[src/rtl/ft601_tg_pkg.sv]
// rtl/ft601_tg_pkg.sv - shared types and constants for the FT601 traffic generator
// Contents: FSM state enum, payload mode enum, header field layout,
//           LFSR feedback mask, packet length clamp helper.
package ft601_tg_pkg;

    typedef enum logic [2:0] {
        IDLE,
        SELECT,
        WAIT_SPACE,
        STREAM,
        PUSH
    } tg_state_t;

    typedef enum logic {
        MODE_INC  = 1'b0,
        MODE_LFSR = 1'b1
    } tg_mode_t;

    // Header word layout: channel number, sequence number, clamped length.
    localparam int HDR_CH_LSB    = 0;
    localparam int HDR_CH_WIDTH  = 8;
    localparam int HDR_SEQ_LSB   = 8;
    localparam int HDR_SEQ_WIDTH = 8;
    localparam int HDR_LEN_LSB   = 16;

    // Right-shifting Galois feedback mask for x^32 + x^22 + x^2 + x + 1.
    localparam logic [31:0] LFSR_POLY = 32'h8020_0003;

    // Zero-length requests become a header-only packet; oversize requests
    // are cut to what fits in a maximum-size packet.
    function automatic logic [31:0] clamp_words(input logic [31:0] words,
                                                input logic [31:0] max_words);
        logic [31:0] result;
        result = words;
        if (words == 32'd0) begin
            result = 32'd1;
        end else if (words > max_words) begin
            result = max_words;
        end
        return result;
    endfunction

endpackage

[src/rtl/ft601_tg_lfsr.sv]
// rtl/ft601_tg_lfsr.sv - 32-bit Galois LFSR with per-instance seed
// Ports: clk, reset_n (async active-low), advance_i (step one position),
//        state_o (current LFSR value, emitted before advancing).
module ft601_tg_lfsr
    import ft601_tg_pkg::*;
#(
    parameter logic [31:0] SEED = 32'd1
) (
    input  logic        clk,
    input  logic        reset_n,
    input  logic        advance_i,
    output logic [31:0] state_o
);

    logic [31:0] state_q;
    logic [31:0] state_d;

    always_comb begin
        state_d = state_q;
        if (advance_i) begin
            state_d = {1'b0, state_q[31:1]} ^ (state_q[0] ? LFSR_POLY : 32'h0);
        end
    end

    always_ff @(posedge clk or negedge reset_n) begin
        if (!reset_n) begin
            state_q <= SEED;
        end else begin
            state_q <= state_d;
        end
    end

    assign state_o = state_q;

endmodule

[src/rtl/ft601_traffic_gen.sv]
// rtl/ft601_traffic_gen.sv - multi-channel packet traffic generator for the FT601 write side
// Ports: clk, reset_n (async active-low), enable, mode (0 inc / 1 LFSR),
//        ch_mask, pkt_words, wr_full, has_wr_packet_space (per channel inputs);
//        wr_data, wr_be, wr_en, wr_push (per channel outputs), busy, pkt_count.
// Optional: FT601_TG_ERR_INJECT_EN adds err_inject; a rising edge flips bit 0
//           of the next accepted payload word.
module ft601_traffic_gen
    import ft601_tg_pkg::*;
#(
    parameter int NUM_CHANNELS    = 4,
    parameter int DATA_WIDTH      = 32,
    parameter int MAX_PACKET_SIZE = 1024,
    parameter int LEN_WIDTH       = 16
) (
    input  logic                                   clk,
    input  logic                                   reset_n,
    input  logic                                   enable,
    input  logic                                   mode,
`ifdef FT601_TG_ERR_INJECT_EN
    input  logic                                   err_inject,
`endif
    input  logic [NUM_CHANNELS-1:0]                ch_mask,
    input  logic [LEN_WIDTH-1:0]                   pkt_words,
    input  logic [NUM_CHANNELS-1:0]                wr_full,
    input  logic [NUM_CHANNELS-1:0]                has_wr_packet_space,
    output logic [NUM_CHANNELS*DATA_WIDTH-1:0]     wr_data,
    output logic [NUM_CHANNELS*DATA_WIDTH/8-1:0]   wr_be,
    output logic [NUM_CHANNELS-1:0]                wr_en,
    output logic [NUM_CHANNELS-1:0]                wr_push,
    output logic                                   busy,
    output logic [31:0]                            pkt_count
);

    localparam int          BE_WIDTH  = DATA_WIDTH / 8;
    localparam int          CH_W      = (NUM_CHANNELS > 1) ? $clog2(NUM_CHANNELS) : 1;
    localparam logic [31:0] MAX_WORDS = 32'(MAX_PACKET_SIZE / BE_WIDTH);

    tg_state_t              state_q, state_d;
    logic [CH_W-1:0]        ch_q, ch_d;
    logic [CH_W-1:0]        ptr_q, ptr_d;       // next channel to consider
    logic [LEN_WIDTH-1:0]   len_q, len_d;
    logic [LEN_WIDTH-1:0]   idx_q, idx_d;       // word index within packet
    tg_mode_t               mode_q, mode_d;

    logic [7:0]             seq_q [NUM_CHANNELS];
    logic [DATA_WIDTH-1:0]  cnt_q [NUM_CHANNELS];
    logic [31:0]            pkt_count_q;

    logic [31:0]            lfsr_state [NUM_CHANNELS];
    logic [NUM_CHANNELS-1:0] lfsr_adv;

    logic                   sel_found;
    logic [CH_W-1:0]        sel_ch;
    logic                   accept;
    logic                   last_word;
    logic                   payload_word;
    logic [31:0]            lfsr_cur;
    logic [DATA_WIDTH-1:0]  lfsr_word;
    logic [DATA_WIDTH-1:0]  header;
    logic [DATA_WIDTH-1:0]  word;

    function automatic logic [CH_W-1:0] wrap_ch(input int v);
        return CH_W'(v % NUM_CHANNELS);
    endfunction

    // Round-robin: first masked-in channel at or after the pointer.
    always_comb begin
        sel_found = 1'b0;
        sel_ch    = ptr_q;
        for (int k = 0; k < NUM_CHANNELS; k++) begin
            if (!sel_found && ch_mask[wrap_ch(int'(ptr_q) + k)]) begin
                sel_found = 1'b1;
                sel_ch    = wrap_ch(int'(ptr_q) + k);
            end
        end
    end

    assign accept       = (state_q == STREAM) && !wr_full[ch_q];
    assign last_word    = (idx_q == len_q - LEN_WIDTH'(1));
    assign payload_word = (idx_q != '0);

`ifdef FT601_TG_ERR_INJECT_EN
    logic err_prev_q;
    logic err_arm_q;

    // A new rising edge wins over consumption so back-to-back requests
    // are not lost.
    always_ff @(posedge clk or negedge reset_n) begin
        if (!reset_n) begin
            err_prev_q <= 1'b0;
            err_arm_q  <= 1'b0;
        end else begin
            err_prev_q <= err_inject;
            if (err_inject && !err_prev_q) begin
                err_arm_q <= 1'b1;
            end else if (accept && payload_word) begin
                err_arm_q <= 1'b0;
            end
        end
    end
`endif

    // Word presented on the active channel; the corruption is applied on the
    // output path only, so the generator state stays clean.
    always_comb begin
        lfsr_cur = lfsr_state[ch_q];
        header   = '0;
        header[HDR_CH_LSB  +: HDR_CH_WIDTH]  = 8'(int'(ch_q) + 1);
        header[HDR_SEQ_LSB +: HDR_SEQ_WIDTH] = seq_q[ch_q];
        header[HDR_LEN_LSB +: LEN_WIDTH]     = len_q;
        for (int b = 0; b < DATA_WIDTH; b++) begin
            lfsr_word[b] = lfsr_cur[b % 32];
        end
        if (!payload_word) begin
            word = header;
        end else if (mode_q == MODE_LFSR) begin
            word = lfsr_word;
        end else begin
            word = cnt_q[ch_q];
        end
`ifdef FT601_TG_ERR_INJECT_EN
        if (err_arm_q && payload_word) begin
            word[0] = ~word[0];
        end
`endif
    end

    always_comb begin
        state_d = state_q;
        ch_d    = ch_q;
        ptr_d   = ptr_q;
        len_d   = len_q;
        idx_d   = idx_q;
        mode_d  = mode_q;
        wr_data = '0;
        wr_be   = '0;
        wr_en   = '0;
        wr_push = '0;
        case (state_q)
            IDLE: begin
                if (enable && (ch_mask != '0)) begin
                    state_d = SELECT;
                end
            end
            SELECT: begin
                if (sel_found) begin
                    ch_d    = sel_ch;
                    ptr_d   = wrap_ch(int'(sel_ch) + 1);
                    len_d   = LEN_WIDTH'(clamp_words(32'(pkt_words), MAX_WORDS));
                    mode_d  = tg_mode_t'(mode);
                    idx_d   = '0;
                    state_d = WAIT_SPACE;
                end else begin
                    state_d = IDLE;
                end
            end
            WAIT_SPACE: begin
                if (has_wr_packet_space[ch_q]) begin
                    state_d = STREAM;
                end
            end
            STREAM: begin
                wr_data[int'(ch_q)*DATA_WIDTH +: DATA_WIDTH] = word;
                if (accept) begin
                    wr_en[ch_q] = 1'b1;
                    wr_be[int'(ch_q)*BE_WIDTH +: BE_WIDTH] = {BE_WIDTH{1'b1}};
                    if (last_word) begin
                        state_d = PUSH;
                    end else begin
                        idx_d = idx_q + LEN_WIDTH'(1);
                    end
                end
            end
            PUSH: begin
                wr_push[ch_q] = 1'b1;
                state_d = (enable && (ch_mask != '0)) ? SELECT : IDLE;
            end
            default: begin
                state_d = IDLE;
            end
        endcase
    end

    always_ff @(posedge clk or negedge reset_n) begin
        if (!reset_n) begin
            state_q <= IDLE;
            ch_q    <= '0;
            ptr_q   <= '0;
            len_q   <= LEN_WIDTH'(1);
            idx_q   <= '0;
            mode_q  <= MODE_INC;
        end else begin
            state_q <= state_d;
            ch_q    <= ch_d;
            ptr_q   <= ptr_d;
            len_q   <= len_d;
            idx_q   <= idx_d;
            mode_q  <= mode_d;
        end
    end

    always_ff @(posedge clk or negedge reset_n) begin
        if (!reset_n) begin
            pkt_count_q <= '0;
            for (int i = 0; i < NUM_CHANNELS; i++) begin
                seq_q[i] <= '0;
                cnt_q[i] <= '0;
            end
        end else begin
            if (state_q == PUSH) begin
                seq_q[ch_q] <= seq_q[ch_q] + 8'd1;
                pkt_count_q <= pkt_count_q + 32'd1;
            end
            if (accept && payload_word && (mode_q == MODE_INC)) begin
                cnt_q[ch_q] <= cnt_q[ch_q] + DATA_WIDTH'(1);
            end
        end
    end

    for (genvar i = 0; i < NUM_CHANNELS; i++) begin : g_lfsr
        assign lfsr_adv[i] = accept && payload_word && (mode_q == MODE_LFSR)
                             && (ch_q == CH_W'(i));
        ft601_tg_lfsr #(
            .SEED(32'(i + 1))
        ) u_lfsr (
            .clk      (clk),
            .reset_n  (reset_n),
            .advance_i(lfsr_adv[i]),
            .state_o  (lfsr_state[i])
        );
    end

    assign busy      = (state_q != IDLE);
    assign pkt_count = pkt_count_q;

endmodule

[config.mk]
export PLATFORM = sky130hd
export DESIGN_NAME = ft601_traffic_gen
export DESIGN_NICKNAME = d
export VERILOG_FILES = /design/src/rtl/ft601_tg_pkg.sv /design/src/rtl/ft601_tg_lfsr.sv /design/src/rtl/ft601_traffic_gen.sv
export SDC_FILE = /design/constraint.sdc
export NUM_CORES = 1
export LEC_CHECK = 0
export ABC_AREA = 1
export CAP_MARGIN = 20
export CORE_MARGIN = 3
export CORE_UTILIZATION = 35
export DETAILED_ROUTE_END_ITERATION = 6
export SLEW_MARGIN = 20
export SYNTH_ARGS = -nofsm -noshare
export SYNTH_HDL_FRONTEND = slang
export SYNTH_SLANG_ARGS = --single-unit
[constraint.sdc]
create_clock -name clk -period 10.6 [get_ports clk]
set_clock_uncertainty 0.2 [all_clocks]
set_input_delay 3.18 -clock clk [delete_from_list [all_inputs] [get_ports clk]]
set_output_delay 3.18 -clock clk [all_outputs]
set_load 0.01 [all_outputs]
Word level (Yosys, flattened, before mapping)
Cells that the tools add are included.
{ "op_classes": {"n_addsub": 12, "order_cmp": 9, "n_eq_ne": 14, "shift": 4, "n_mux": 61, "n_bitwise": 8, "reduce_logical": 28} }
{ "op_table": {"columns": ["operator", "n"], "rows": [
  ["32-bit 2-to-1 mux", 11],
  ["128-bit AND", 1],
  ["32-bit binary-select mux with 2-bit select", 2],
  ["128-bit bitwise mux", 1],
  ["128-bit 2-to-1 mux", 1],
  ["32-bit by 33-bit variable shift with 128-bit output, first input constant", 1],
  ["32-bit by 33-bit indexed part select with 128-bit output", 1],
  ["31-bit by 32-bit bitwise XOR with 32-bit output", 4],
  ["16-bit 2-to-1 mux", 7],
  ["32-bit by 1-bit adder with 32-bit output, second input constant", 2],
  ["32-bit demux with 2-bit select", 1],
  ["4-bit negator with 33-bit output", 1],
  ["7-bit negator with 33-bit output", 1],
  ["4-bit by 33-bit variable shift with 16-bit output, first input constant", 1],
  ["4-bit by 33-bit indexed part select with 16-bit output, first input constant", 1],
  ["32-bit bitwise mux", 1],
  ["16-bit one-hot mux with 2 select lines", 1],
  ["8-bit 2-to-1 mux", 3],
  ["16-bit by 1-bit adder with 16-bit output, second input constant", 1],
  ["16-bit AND", 1],
  ["8-bit binary-select mux with 2-bit select", 1],
  ["8-bit demux with 2-bit select", 1],
  ["16-bit == test", 1],
  ["16-bit by 9-bit greater-than comparator with 1-bit output, second input constant", 1],
  ["other kinds (35)", 89]
]} }
{ "totals": {"reg_bits": 360, "inputBits": 32, "output_inout_bits": 185, "elab_cells": 155} }

Depth between registers and ports, before layout
Gate-level depths: netlist (run 1).
{ "depth": {"word_depth": 14, "ltp_mapped": 20, "ltp_nobuf": 17} }

Hierarchy
From an unflattened synthesis (run 1), not the netlist that was laid out.
{ "hier_totals": {"cells_unflattened": 2897, "area_unflattened_um2": 20901.3} }
{ "modules_own_cells": {"columns": ["module", "instances", "cells_each", "area_each_um2", "seq_area_each_um2"], "rows": [
  ["ft601_traffic_gen", 1, 2333, 15900.2, 5806.8],
  ["ft601_tg_lfsr at g_lfsr[0].u_lfsr ...", 3, 141, 1249.9, 802.0],
  ["ft601_tg_lfsr at g_lfsr[2].u_lfsr", 1, 141, 1251.2, 803.3]
]} }

Worst setup path after synthesis (run 1)
No wires, ideal clock.
{ "synth_path": {"path_type": "input port to output port", "start": "in wr_full[3]", "end": "out wr_be[5]", "arrival_time_ns": 4.018, "required_ns": 7.220, "setup_slack_ns": 3.202, "cell_stages": 6, "path_buffers": 1, "cell_sequence": "nand2_1 -> nand3_1 -> nand2_1 -> nand2_2 -> nor2_1 -> buf_4"} }
{ "synth_via": {"elab_chain_len": 6} }
{ "synth_rtl": {"columns": ["item", "line_no", "text"], "rows": [
  ["from (decl)", "ft601_traffic_gen.sv:24", "input logic [NUM_CHANNELS-1:0] wr_full,"],
  ["1-bit binary-select mux with 2-bit select", "ft601_traffic_gen.sv:78", "assign accept = (state_q == STREAM) && !wr_full[ch_q];"],
  ["1-bit 2-to-1 mux (implied by the code)", "ft601_traffic_gen.sv:78", null],
  ["1-bit logical NOT", "ft601_traffic_gen.sv:78", null],
  ["1-bit logical AND", "ft601_traffic_gen.sv:78", null],
  ["16-bit 2-to-1 mux", "ft601_traffic_gen.sv:164", "if (accept) begin"],
  ["16-bit 2-to-1 mux", "ft601_traffic_gen.sv:139", "case (state_q)"],
  ["to (decl)", "ft601_traffic_gen.sv:27", "output logic [NUM_CHANNELS*DATA_WIDTH/8-1:0] wr_be,"]
]} }
No other way between the ends. The select of a mux whose other input is x is not followed.

Worst setup path after layout (run 1)
{ "layout_path": {"start": "in wr_full[1]", "end": "out wr_be[10]"} }
Same word-level chain as after synthesis.

==> qor.log, run 1 <==
[timing] final hold vios 0
[global_routing] first-pass GRT wire length 105500 um
[cts] CTS root buf sky130_fd_sc_hd__clkbuf_16
[timing] relative slew slack 0.2809
[critical_path] largest delay contributor family on the critical path buffers and inverters
[cells_and_area] number of antenna repair diodes 0
[route] Vias 19020
[cts] clock transition at the register clock pins on the worst setup and hold paths after CTS 0.05 ns
[critical_path] CP Data Required Time 7.22 ns
[place] number of cells in the design after placement 3641
[route] drt initial violations 1745
[timing] Slew Viols, Final 0
[route] Vias/cell 5.119
[place] sum of net half-perimeters after detailed placement 44290 um
[yosys] count leader, synth sky130_fd_sc_hd__nand2_1
[route] Routed wire per std cell 17.80 um
[route] number of optimization iterations in the first detailed-route pass 5
[yosys] largest cells by area after synthesis sky130_fd_sc_hd__dfrtp_1 43%, sky130_fd_sc_hd__nand2_1 18%, sky130_fd_sc_hd__o21ai_0 5.5%
[yosys] top-area cell type share of the netlist area 0.4347
[yosys] share of the yosys chip area belonging to registers 0.4424
[die] Core Area 57040 um^2
[critical_path] Critical Path, Cell by Cell clkdlybuf4s50_1, nand2_1, nand3_1, nand2_1, nand2_2, nor2_1, clkdlybuf4s50_1
[route] wire length after detailed routing 66150 um
[die] number of primary I/O pins 217
[global_routing] number of antenna violations at the first check in global routing 0
[cells_and_area] share of final-layout standard cells stronger than drive strength 1 0.05676
[timing] RSZ-0062 raised after global routing false
[critical_path] critical path class primary input to output pin
[timing] achievable frequency 0.1168 GHz
[cts] setup bufs post-CTS 0
[global_routing] number of global-route vias before repair 18500
[critical_path] element type at the critical path start primary input
[yosys] synth cell count leaders 999 x sky130_fd_sc_hd__nand2_1, 354 x sky130_fd_sc_hd__dfrtp_1, 290 x sky130_fd_sc_hd__nor2_1, 223 x sky130_fd_sc_hd__o21ai_0, 188 x sky130_fd_sc_hd__inv_1
[timing] final period demand of the worst path 8.563 ns
[power_and_ir_drop] IR drop worst, VDD 0.2036 mV
[yosys] main flop type after synthesis sky130_fd_sc_hd__dfrtp_1
[critical_path] Setup crit end kind output pin
[cells_and_area] number of nets in the final layout 2974
[yosys] synthesized area divided by synthesized cell count 7.250 um^2
[cells_and_area] Synth-to-Final Area Change 18.70%
[place] final weighted congestion in routability-driven placement 0.8875
[timing] Worst Max-Slew Pin Slew 1.076 ns
[yosys] yosys warns 0
[power_and_ir_drop] pwr dens 256.6 nW/um^2
[min_path] path category of the worst min-delay check register to register
[cts] Post-CTS Hold Buffers 0
[route] post-route ant nets 0
[power_and_ir_drop] leakage power total 0.01122 uW
[global_routing] largest net degree at the start of global routing 197
[yosys] top cell type by total area after synthesis sky130_fd_sc_hd__dfrtp_1
[cells_and_area] utilization after layout 0.4241
[yosys] cell count after synthesis 2811
[run] Max Cap Viol 0
[die] number of placement rows 87
[cells_and_area] filler cell count 5803
[yosys] unique cell type count in the Yosys netlist 51
[die] Initial Util 0.3573
[cts] clock tree from TritonCTS yes
[global_routing] overflow left after global routing 0
[critical_path] maximum net fanout on the critical path 7
[die] chip height 247.3 um
[yosys] number of synthesized flops with an enable pin 0
[cts] number of instances resized during post-cts repair 0
[die] Die Area 61160 um^2
[cts] CTS Buf Count 42
[place] number of port buffers 216
[timing] post-route clock period utilization 0.8079
[critical_path] critical path's largest stage delay 0.65 ns
[cells_and_area] fin cells 3716
[cts] Clk Latency, worst-skew pair 0.56 ns
[yosys] async set or reset register ratio after synthesis 1.000
[route] DRC violations left 0
[critical_path] number of buffers and inverters on the critical path 2
[cts] maximum count of clock buffers along a single path 3
[critical_path] arrival time of data at the critical path endpoint 5.18 ns
[yosys] syn_nets 2856
[yosys] flops & latches, synth 360
[timing] final-layout setup total negative slack 0 ns
[timing] Final Setup Violations 0
[run_status] result of the run complete, no violations
[critical_path] slowest stage cell, crit path sky130_fd_sc_hd__clkdlybuf4s50_1
[die] horizontal die dimension 247.3 um
[yosys] total standard cell area after synthesis 20380 um^2
[global_routing] All-Layer GR Usage 0.2174
[cts] Sink Count 360
[power_and_ir_drop] Overall Power 6206 uW
[cts] CTS HTree Levels 2
-- cell families after synthesis --
| kind of cell | share of synthesized area |
|---|---|
| xor+xnor | 0.04064 |
| fa+ha+maj | 0.007982 |
| compound gates | 0.1019 |
| flops | 0.4424 |
| buf+inv | 0.08104 |
| simple gates | 0.3260 |
-- worst reg2reg max path, stage by stage, from the launching register on --
cell and delay (ns):
sky130_fd_sc_hd__dfrtp_2 0.64, sky130_fd_sc_hd__inv_2 0.46, sky130_fd_sc_hd__buf_12 0.38, sky130_fd_sc_hd__a21oi_1 0.11, sky130_fd_sc_hd__o21ai_0 0.12, sky130_fd_sc_hd__nand2_1 0.21, sky130_fd_sc_hd__inv_1 0.21, sky130_fd_sc_hd__ha_1 0.26
sky130_fd_sc_hd__inv_1 0.12, sky130_fd_sc_hd__nor2_2 0.25, sky130_fd_sc_hd__inv_1 0.11, sky130_fd_sc_hd__nor2_2 0.18, sky130_fd_sc_hd__nand2_1 0.14, sky130_fd_sc_hd__xor2_1 0.35, sky130_fd_sc_hd__nand2_1 0.10, sky130_fd_sc_hd__nand2_1 0.07
-- metrics by stage --
step                hold slack [ns]  cell area [um^2]  setup WS (ns)
floorplan                    0.2422             20380          3.202
global placement             0.2537             22810          1.983
CTS                          0.2755             24190          1.986
finish                       0.2769             24190          2.037
global route                 0.2871             24190          1.858
detailed placement           0.2607             22810          1.995
-- cell type report --
cell class / count / area [um^2] / area share
flip-flops and latches: 360 / 9022 / 0.3730
clock buffers: 59 / 1216 / 0.05027
repair buffers: 234 / 2352 / 0.09724
well taps: 756 / 945.9 / 0.03910
inverters: 205 / 772.0 / 0.03191
multi-input cells: 2086 / 9717 / 0.4017
clock inverters: 16 / 165.2 / 0.006827
-- path summary, 6_finish.rpt --
path                             from                      endpoint  slack, ns  cells past startpoint
setup reg to reg              ch_q[1]                    cnt_q[112]       6.62                     15
max in group asynchronous     reset_n                    cnt_q[105]       6.19                      2
min in group asynchronous     reset_n  g_lfsr[1].u_lfsr.state_o[24]       2.43                      1
setup / recovery           wr_full[1]                     wr_be[10]       2.04                      7
hold / removal              cnt_q[65]                     cnt_q[65]       0.28                      2
hold reg to reg             cnt_q[65]                     cnt_q[65]       0.28                      2
-- power by group --
| part | internal, uW | switching (uW) |
|---|---|---|
| sequential | 1720 | 238 |
| clock | 872 | 594 |
| combinational | 765 | 2010 |
| total | 3360 | 2840 |
-- routing by layer --
layer | global-route usage | up-vias | routed length, um
met1 | 0.3034 | 9141 | 29930
met2 | 0.3527 | 629 | 30610
li1 | - | 9167 | -
met3 | 0.03448 | 84 | 4183
met5 | 0 | - | 0
met4 | 0.05613 | 0 | 1432
-- flip-flops by register name (all words and copies together) (netlist names) --
register	cells
cnt_q	128
g_lfsr.u_lfsr.state_o	128
pkt_count	32
seq_q	32
idx_q	16
len_q	16
state_q	3
ch_q	2
ptr_q	2
mode_q	1
-- cell usage in the layout (no fill, tap or decap), types with 3 or more instances in the layout --
| cell | count |
|---|---|
| sky130_fd_sc_hd__nand2_4 | 4 |
| sky130_fd_sc_hd__nor2_4 | 5 |
| sky130_fd_sc_hd__nor3b_2 | 3 |
| sky130_fd_sc_hd__inv_2 | 15 |
| sky130_fd_sc_hd__nand4_1 | 22 |
| sky130_fd_sc_hd__nor2_2 | 17 |
| sky130_fd_sc_hd__clkbuf_1 | 8 |
| sky130_fd_sc_hd__o211ai_1 | 29 |
| sky130_fd_sc_hd__buf_4 | 14 |
| sky130_fd_sc_hd__inv_1 | 188 |
| sky130_fd_sc_hd__clkbuf_16 | 43 |
| sky130_fd_sc_hd__ha_1 | 12 |
| sky130_fd_sc_hd__nand3_1 | 160 |
| sky130_fd_sc_hd__nand2_2 | 8 |
| sky130_fd_sc_hd__clkbuf_8 | 8 |
| sky130_fd_sc_hd__buf_12 | 4 |
| sky130_fd_sc_hd__clkdlybuf4s50_1 | 215 |
| sky130_fd_sc_hd__o21ai_1 | 44 |
| sky130_fd_sc_hd__dfstp_2 | 6 |
| sky130_fd_sc_hd__nor3_1 | 49 |
| sky130_fd_sc_hd__nor4_1 | 15 |
| sky130_fd_sc_hd__nand3b_1 | 7 |
| sky130_fd_sc_hd__xnor2_1 | 24 |
| sky130_fd_sc_hd__dfrtp_1 | 351 |
| sky130_fd_sc_hd__nand2_1 | 999 |
| sky130_fd_sc_hd__nor2_1 | 289 |
| sky130_fd_sc_hd__clkinv_2 | 10 |
| sky130_fd_sc_hd__a21oi_1 | 70 |
| sky130_fd_sc_hd__xor2_1 | 65 |
| sky130_fd_sc_hd__nor3_2 | 6 |
| sky130_fd_sc_hd__o221ai_1 | 7 |
| sky130_fd_sc_hd__bufinv_16 | 3 |
| sky130_fd_sc_hd__a32oi_1 | 5 |
| sky130_fd_sc_hd__o21ai_0 | 223 |
Note: power is estimated with default switching activity, not from simulation.
==> inputs of run 2 (changes only) <==
- clock period: 10.6 -> 7.1 ns (I/O delays scaled with it)
==> run 2 against run 1 <==
Against the previous run: via count rose by 0.28%; cell count rose by 0.35%; critical path depth did not move; total power rose by 51%; global-route usage fell by 0.20 points.
==> qor.log, run 2 (same netlist as run 1, synthesis figures left out) <==
[cts] clock transition at the register clock pins on the worst setup and hold paths after CTS 0.06 ns
[global_routing] number of global-route vias before repair 18480
[global_routing] All-Layer GR Usage 0.2155
[die] horizontal die dimension 247.3 um
[place] number of port buffers 216
[run_status] result of the run complete, no violations
[die] Initial Util 0.3573
[timing] RSZ-0062 raised after global routing false
[timing] Worst Max-Slew Pin Slew 0.9947 ns
[critical_path] element type at the critical path start primary input
[cts] Post-CTS Hold Buffers 0
[place] sum of net half-perimeters after detailed placement 44160 um
[cells_and_area] area occupied by registers 9022 um^2
[global_routing] number of antenna violations at the first check in global routing 0
[timing] worst hold slack 0.2713 ns
[cts] maximum count of clock buffers along a single path 3
[critical_path] Setup crit end kind output pin
[cts] CTS Buf Count 42
[timing] Final Setup Violations 0
[cts] CTS root buf sky130_fd_sc_hd__clkbuf_16
[global_routing] overflow left after global routing 0
[die] number of primary I/O pins 217
[power_and_ir_drop] Overall Power 9342 uW
[cts] Sink Count 360
[die] Die Area 61160 um^2
[cells_and_area] Synth-to-Final Area Change 19.36%
[critical_path] maximum net fanout on the critical path 7
[timing] achievable frequency 0.1529 GHz
[die] Core Area 57040 um^2
[route] number of optimization iterations in the first detailed-route pass 7
[power_and_ir_drop] leakage power total 0.01129 uW
[critical_path] CP Data Required Time 4.77 ns
[place] final weighted congestion in routability-driven placement 0.8896
[route] post-route ant nets 0
[route] drt initial violations 1581
[place] placement-stage cell area 22900 um^2
[power_and_ir_drop] IR drop worst, VDD 0.2447 mV
[critical_path] critical path class primary input to output pin
[critical_path] arrival time of data at the critical path endpoint 4.21 ns
[die] number of placement rows 87
[global_routing] first-pass GRT wire length 104000 um
[timing] relative slew slack 0.3352
[cts] clock tree from TritonCTS yes
[cells_and_area] multi-input logic area 9717 um^2
[die] chip height 247.3 um
[cells_and_area] number of antenna repair diodes 0
[min_path] path category of the worst min-delay check register to register
[cells_and_area] number of nets in the final layout 2984
[route] Vias/cell 5.115
[route] DRC violations left 0
[timing] final period demand of the worst path 6.540 ns
[route] Routed wire per std cell 17.78 um
[cells_and_area] filler cell count 5840
[timing] post-route clock period utilization 0.9211
[timing] final hold vios 0
[timing] Slew Viols, Final 0
[run] Max Cap Viol 0
[power_and_ir_drop] pwr dens 384.0 nW/um^2
[cts] setup bufs post-CTS 0
[timing] final-layout setup total negative slack 0 ns
[global_routing] largest net degree at the start of global routing 140
[cts] Clk Latency, worst-skew pair 0.58 ns
[cells_and_area] leading cell types in the layout, fill and taps excluded 999 x sky130_fd_sc_hd__nand2_1, 351 x sky130_fd_sc_hd__dfrtp_1, 289 x sky130_fd_sc_hd__nor2_1
[cells_and_area] most common library cell in the layout ignoring fill and taps sky130_fd_sc_hd__nand2_1
[cells_and_area] share of final-layout standard cells stronger than drive strength 1 0.06021
[route] wire length after detailed routing 66290 um
[cts] number of instances resized during post-cts repair 0
[cts] CTS HTree Levels 2
[cells_and_area] cell area after layout 24330 um^2
[route] Vias 19080
[critical_path] setup slack, reg-to-reg 3.48 ns
-- run 2: cell types whose count changed in the layout (fill, tap and decap cells not counted), sizes merged --
cell,previous run,this run
buf,19,29
bufinv,3,1
clkinv,12,8
clkbuf,59,69
inv,205,204
-- run 2: worst paths after layout --
path                             from  cells past startpoint                           end
max in group asynchronous     reset_n                      2                     cnt_q[60]
setup reg to reg              ch_q[0]                     17                     cnt_q[62]
hold / removal              cnt_q[67]                      2                     cnt_q[67]
setup / recovery           wr_full[1]                      7                     wr_be[10]
hold reg to reg             cnt_q[67]                      2                     cnt_q[67]
min in group asynchronous     reset_n                      1  g_lfsr[1].u_lfsr.state_o[25]
-- run 2: metrics by stage --
stage | util | setup slack (ns) | std cells
floorplan | - | 1.802 | 2811
global placement | 0.4014 | 0.5755 | 3651
detailed placement | 0.4014 | 0.5657 | 3651
CTS | 0.4265 | 0.5573 | 3729
global route | 0.4265 | 0.3366 | 3729
finish | 0.4265 | 0.5604 | 3729
-- run 2: worst max-delay path: stages --
cell	delay (ns)
sky130_fd_sc_hd__clkdlybuf4s50_1	0.41
sky130_fd_sc_hd__nand2_1	0.07
sky130_fd_sc_hd__nand3_1	0.10
sky130_fd_sc_hd__nand2_1	0.16
sky130_fd_sc_hd__nand2_2	0.15
sky130_fd_sc_hd__nor2_1	0.51
sky130_fd_sc_hd__clkdlybuf4s50_1	0.66
-- run 2: layout make-up --
cell class                 instances  share of cell area
clock buffer                      69             0.05483
clock inverter                     9            0.003909
inverter                         205             0.03174
multi-input combinational       2086              0.3994
sequential                       360              0.3709
tap                              756             0.03888
timing repair buffer             244              0.1003
-- run 2: power breakdown --
part / switching (uW) / internal, uW / leakage [uW]
Clock: 903 / 1320 / 0.000704
Sequential: 323 / 2580 / 0.00468
Combinational: 3040 / 1180 / 0.00591
-- run 2: routing by layer --
metal	vias up	GRT usage	part of all wire
met2	633	0.3428	0.45
met5	-	0	0
met3	104	0.04164	0.068
met1	9144	0.2960	0.45
met4	0	0.06952	0.029
li1	9194	-	-
==> inputs of run 3 (changes only) <==
- CORE_MARGIN: 3 -> 1
==> run 3 against run 2 <==
Against the previous run: fmax is 2.4% lower; sequential power up 2%; critical path type is now register to output pin; largest power group unchanged; largest cell class unchanged; cell area about the same; highest routed layer unchanged; cell count unchanged; total power is 0.80% higher; critical endpoint is now wr_data[2]; core utilization shrank 0.43 points; combinational power is 0.9% lower.
==> qor.log, run 3 (same netlist as run 1, synthesis figures left out) <==
[cells_and_area] area occupied by registers 9022 um^2
[critical_path] Worst R2R End cnt_q[30]
[critical_path] setup slack, reg-to-reg 3.20 ns
[cts] clock transition at the register clock pins on the worst setup and hold paths after CTS 0.06 ns
[critical_path] path length in cells of the critical path 8
[critical_path] critical path class register to output pin
[route] DRC violations left 0
[critical_path] number of buffers and inverters on the critical path 5
[cells_and_area] utilization after layout 0.4222
[timing] post-route clock period utilization 0.9441
[route] drt initial violations 1624
[cells_and_area] leading cell types in the layout, fill and taps excluded 999 x sky130_fd_sc_hd__nand2_1, 351 x sky130_fd_sc_hd__dfrtp_1, 289 x sky130_fd_sc_hd__nor2_1
[cts] Clk Latency, worst-skew pair 0.58 ns
[timing] final period demand of the worst path 6.703 ns
[cells_and_area] most common library cell in the layout ignoring fill and taps sky130_fd_sc_hd__nand2_1
[critical_path] maximum net fanout on the critical path 32
[global_routing] All-Layer GR Usage 0.2226
[global_routing] number of global-route vias before repair 18510
[power_and_ir_drop] Overall Power 9417 uW
[cts] setup bufs post-CTS 0
[min_path] path category of the worst min-delay check register to register
[timing] relative slew slack 0.2964
[place] placement-stage cell area 22860 um^2
[cts] maximum count of clock buffers along a single path 3
[global_routing] first-pass GRT wire length 104800 um
[critical_path] end point of the critical path wr_data[2]
[cts] CTS Buf Count 43
[global_routing] number of antenna violations at the first check in global routing 0
[route] wire length after detailed routing 66620 um
[cells_and_area] cell area after layout 24310 um^2
[run_status] result of the run complete, no violations
[place] number of port buffers 216
[timing] final-layout setup total negative slack 0 ns
[cts] clock tree from TritonCTS yes
[cts] CTS HTree Levels 2
[die] Core Area 57590 um^2
[die] horizontal die dimension 243.3 um
[global_routing] largest net degree at the start of global routing 168
[critical_path] critical path's largest stage delay 0.75 ns
[global_routing] overflow left after global routing 0
[timing] Worst Max-Slew Pin Slew 1.054 ns
[route] Vias/cell 5.146
[cells_and_area] Synth-to-Final Area Change 19.30%
[place] sum of net half-perimeters after detailed placement 44400 um
[power_and_ir_drop] leakage power total 0.01127 uW
[route] Vias 19190
[critical_path] slowest stage cell, crit path sky130_fd_sc_hd__nor4_1
[cells_and_area] fin cells 3729
[route] number of optimization iterations in the first detailed-route pass 7
[critical_path] largest delay contributor family on the critical path buffers and inverters
[cells_and_area] filler cell count 5855
[critical_path] Setup crit end kind output pin
[die] Initial Util 0.3539
[die] Die Area 59200 um^2
[cts] Post-CTS Hold Buffers 0
[timing] Final Setup Violations 0
[critical_path] arrival time of data at the critical path endpoint 4.37 ns
[route] Routed wire per std cell 17.87 um
[timing] achievable frequency 0.1492 GHz
[die] number of placement rows 88
[timing] RSZ-0062 raised after global routing false
[timing] Slew Viols, Final 0
[power_and_ir_drop] pwr dens 387.3 nW/um^2
[cells_and_area] share of final-layout standard cells stronger than drive strength 1 0.05904
[place] final weighted congestion in routability-driven placement 0.8673
[cells_and_area] number of antenna repair diodes 0
[critical_path] Critical Path, Cell by Cell inv_4, ha_2, clkinv_1, nor4_1, inv_1, buf_4, nor2_1, clkdlybuf4s50_1
[die] number of primary I/O pins 217
[route] post-route ant nets 0
[timing] final hold vios 0
[critical_path] element type at the critical path start register
[run] Max Cap Viol 0
[critical_path] Crit. Startpoint ch_q[0]
[critical_path] CP Data Required Time 4.77 ns
[cts] CTS root buf sky130_fd_sc_hd__clkbuf_16
[min_path] source of the worst hold timing path seq_q[25]
[cts] number of instances resized during post-cts repair 0
[cells_and_area] number of nets in the final layout 2976
[place] number of cells in the design after placement 3651
[critical_path] Worst R2R Path Depth 17
[cells_and_area] multi-input logic area 9722 um^2
[cts] Sink Count 360
[critical_path] Worst R2R Start ch_q[0]
[die] chip height 243.3 um
[power_and_ir_drop] IR drop worst, VDD 0.4229 mV
[run 3: worst min-delay path by stage]
stage	end	slack [ns]	cells past startpoint
2_1_floorplan	cnt_q[2]	0.24	2
6_report	seq_q[25]	0.27	2
3_5_place_dp	seq_q[25]	0.26	2
3_3_place_gp	cnt_q[2]	0.25	2
4_1_cts	seq_q[25]	0.28	2
5_1_grt	cnt_q[35]	0.29	2
[run 3: through the flow]
| stage | hold WS [ns] | setup slack [ns] |
|---|---|---|
| CTS | 0.2760 | 0.4656 |
| global route | 0.2945 | 0.2549 |
| detailed placement | 0.2612 | 0.8410 |
| finish | 0.2744 | 0.3967 |
| global placement | 0.2540 | 0.8617 |
| floorplan | 0.2422 | 1.802 |
[run 3: area by class of cell]
cell class,instances,area share
Multi-Input combinational cell,2086,0.3999
Sequential cell,360,0.3711
Timing Repair Buffer,235,0.09809
Clock buffer,61,0.05244
Tap cell,765,0.03937
Inverter,205,0.03175
Clock inverter,17,0.007410
[run 3: worst reg2reg max path, stage by stage, from the launching register on]
cell	delay, ns
sky130_fd_sc_hd__dfrtp_4	0.67
sky130_fd_sc_hd__buf_12	0.57
sky130_fd_sc_hd__a21oi_1	0.30
sky130_fd_sc_hd__o21ai_0	0.11
sky130_fd_sc_hd__nand2_1	0.21
sky130_fd_sc_hd__inv_1	0.24
sky130_fd_sc_hd__ha_1	0.26
sky130_fd_sc_hd__inv_1	0.10
sky130_fd_sc_hd__nor2_2	0.24
sky130_fd_sc_hd__nand2_1	0.16
sky130_fd_sc_hd__inv_1	0.10
sky130_fd_sc_hd__nand2_1	0.12
sky130_fd_sc_hd__inv_1	0.12
sky130_fd_sc_hd__nand2_1	0.06
sky130_fd_sc_hd__nand2_1	0.06
sky130_fd_sc_hd__nand2_1	0.10
sky130_fd_sc_hd__nand2_1	0.10
sky130_fd_sc_hd__nand2_1	0.06
[run 3: report_power, final]
group / internal [uW] / switching [uW] / total (uW) / leakage, uW
combinational: 1160 / 3020 / 4180 / 0.00587
clock: 1360 / 913 / 2270 / 0.000722
sequential: 2570 / 385 / 2960 / 0.00468
total: 5100 / 4320 / 9420 / 0.0113
[run 3: metal layers]
layer / up-vias / GRT usage / part of all wire
li1: 9182 / - / -
met3: 112 / 0.05100 / 0.078
met4: 0 / 0.07621 / 0.030
met5: - / 0 / 0
met1: 9244 / 0.3011 / 0.44
met2: 652 / 0.3488 / 0.45
==> patch: new RTL, flow settings as in run 2 <==
Change the package constant `HDR_SEQ_LSB` from 8 to 9.
--- a/src/rtl/ft601_tg_pkg.sv
+++ b/src/rtl/ft601_tg_pkg.sv
@@ -19,7 +19,7 @@
     // Header word layout: channel number, sequence number, clamped length.
     localparam int HDR_CH_LSB    = 0;
     localparam int HDR_CH_WIDTH  = 8;
-    localparam int HDR_SEQ_LSB   = 8;
+    localparam int HDR_SEQ_LSB   = 9;
     localparam int HDR_SEQ_WIDTH = 8;
     localparam int HDR_LEN_LSB   = 16;
 
Check against the original RTL: not settled (the Yosys comparison gave no result); the edit may change what the design does.
==> patch against run 2 <==
- count of clock-buffer cells in the layout decreased by 4
- synthesized area fell by 2.3%
- sequential share of layout area increased by 0.13 points
- cell count down 1.3%
- routed wire length fell by 1.7%
- critical path type unchanged
- largest cell class unchanged
- design area fell by 1.5%
- critical path depth up 2
- sequential cell count shrank 4
- worst setup slack gained 0.070 ns
- power fell by 4.0%
==> patch: results (changes against run 2) <==
[placement]
place.gp.congestion = 0.883  ; was 0.890
dpl_cell_area_um2 = 22600  ; was 22900 um2
dp_hpwl_um = 44900  ; was 44200 um
place_inst = 3605  ; was 3651
pre_cts_slack_ns = 0.574  ; was 0.566 ns

[setup_path]
r2r_end = cnt_q[76]  ; was cnt_q[62]
ff2ff_setup_slack_ns = 3.13  ; was 3.48 ns
r2r_start = ch_q[1]  ; was ch_q[0]
cp.arrival_ns = 4.14  ; was 4.21 ns
critPathMaxFanout = 8  ; was 7
reg2regPathDepth = 13  ; was 17

[detailed_routing]
drt_iter0_drc = 1762  ; was 1581
drtPass1Iterations = 6  ; was 7
via_count = 18800  ; was 19100
routedWlPerCell_um = 17.7  ; was 17.8 um

[min_path]
hold_path_end = cnt_q[3]  ; was cnt_q[67]
hp-start = cnt_q[3]  ; was cnt_q[67]
hold_path_class = register to register  ; unchanged

[grt]
grt_pass1_wl_um = 104000  ; about the same
grt_usage_pct = 21.8  ; was 21.5%
grt_pass1_vias = 18300  ; was 18500
grt_max_degree = 136  ; was 140

[pwr]
peakVddDrop_uv = 190  ; was 245 uV
switching_power_uw = 4060  ; was 4270 uW
total_leakage_power_uw = 0.0108  ; was 0.0113 uW
pwr-share-comb_pct = 44.0  ; was 45.2%
pwr-share-seq_pct = 32.1  ; was 31.0%

[clocking]
cts_buffers = 41  ; was 42
post_cts_resized = 0  ; unchanged
cts_setup_buffers = 0  ; unchanged
cts.clk_slew.worst_paths_ns = 0.05

[layout]
finalNetCount = 2947  ; was 2984
layout-drive-gt1-share_pct = 4.57  ; was 6.02%
instances_no_fill = 3679  ; was 3729
n_antenna_cell = 0  ; unchanged

[synth]
synth_commonest_cells = nand2_1 (953), dfrtp_1 (350), nor2_1 (264)  ; was nand2_1 (999), dfrtp_1 (354), nor2_1 (290)
synthArstFlopShare_pct = 100  ; unchanged
yosys-top-cells-area = dfrtp_1 (44%), nand2_1 (18%), o21ai_0 (6.5%)  ; was dfrtp_1 (43%), nand2_1 (18%), o21ai_0 (5.5%)
syn_area_per_cell_um2 = 7.18  ; was 7.25 um2
synth_nets = 2819  ; was 2856
synth-seq-area-share_pct = 44.8  ; was 44.2%
synth_cell_type_count = 47  ; was 51

[sta]
slew_headroom_pct = 29.6  ; was 33.5%
fin_hold_ws_ns = 0.266  ; was 0.271 ns

[run_status]
status = completed  ; unchanged

==> patch: cell types whose count changed after synthesis, moves of 12 or more <==
cell / change
inv_1: +22
nand2_1: -46
nor2_1: -26
buf_6: -12
o21ai_0: +37
nor2_2: -13
==> patch: area by class of cell <==
class | instances | area (um2)
Multi-Input combinational cell | 2032 | 9420
Timing Repair Buffer | 246 | 2480
Inverter | 224 | 843
Clock inverter | 8 | 141
Tap cell | 748 | 936
Clock buffer | 65 | 1230
Fill cell | 5754 | 31800
Sequential cell | 356 | 8920
==> patch: how the worst max path moves through the flow <==
stage | endpoint | slack [ns] | cells past startpoint
after global routing | wr_data[83] | 0.34 | 6
final | wr_be[1] | 0.63 | 9
after global placement | wr_be[3] | 0.58 | 9
after detailed placement | wr_be[1] | 0.57 | 9
after CTS | wr_be[1] | 0.56 | 9
after floorplan | wr_be[13] | 1.76 | 8
==> patch: worst max-delay path, stage by stage <==
cell and delay, ns:
clkdlybuf4s50_1 0.43, nand2_1 0.08, nand3_1 0.07, nand2_1 0.11, inv_1 0.11, nor2_4 0.12
inv_2 0.13, nor2_1 0.34, clkdlybuf4s50_1 0.62
==> patch: layer usage <==
metal,vias to the layer above,track usage [%],wire [um]
met5,-,0,0
met4,0,6.20,1800
li1,9090,-,-
met3,94,4.05,4480
met2,643,34.1,29000
met1,8998,30.8,29900
==> patch: kinds of logic (layout without fill, tap and decap cells) <==
kind of cell | after synthesis | count (layout) | synth area share (%)
buffers and inverters | 385 | 543 | 8.01
adder cells (fa/ha/maj) | 14 | 14 | 0.879
AO/OA/AOI/OAI | 413 | 413 | 11.0
flip-flops | 356 | 356 | 44.8
XOR/XNOR | 90 | 90 | 3.96
AND/OR/NAND/NOR | 1515 | 1515 | 31.3
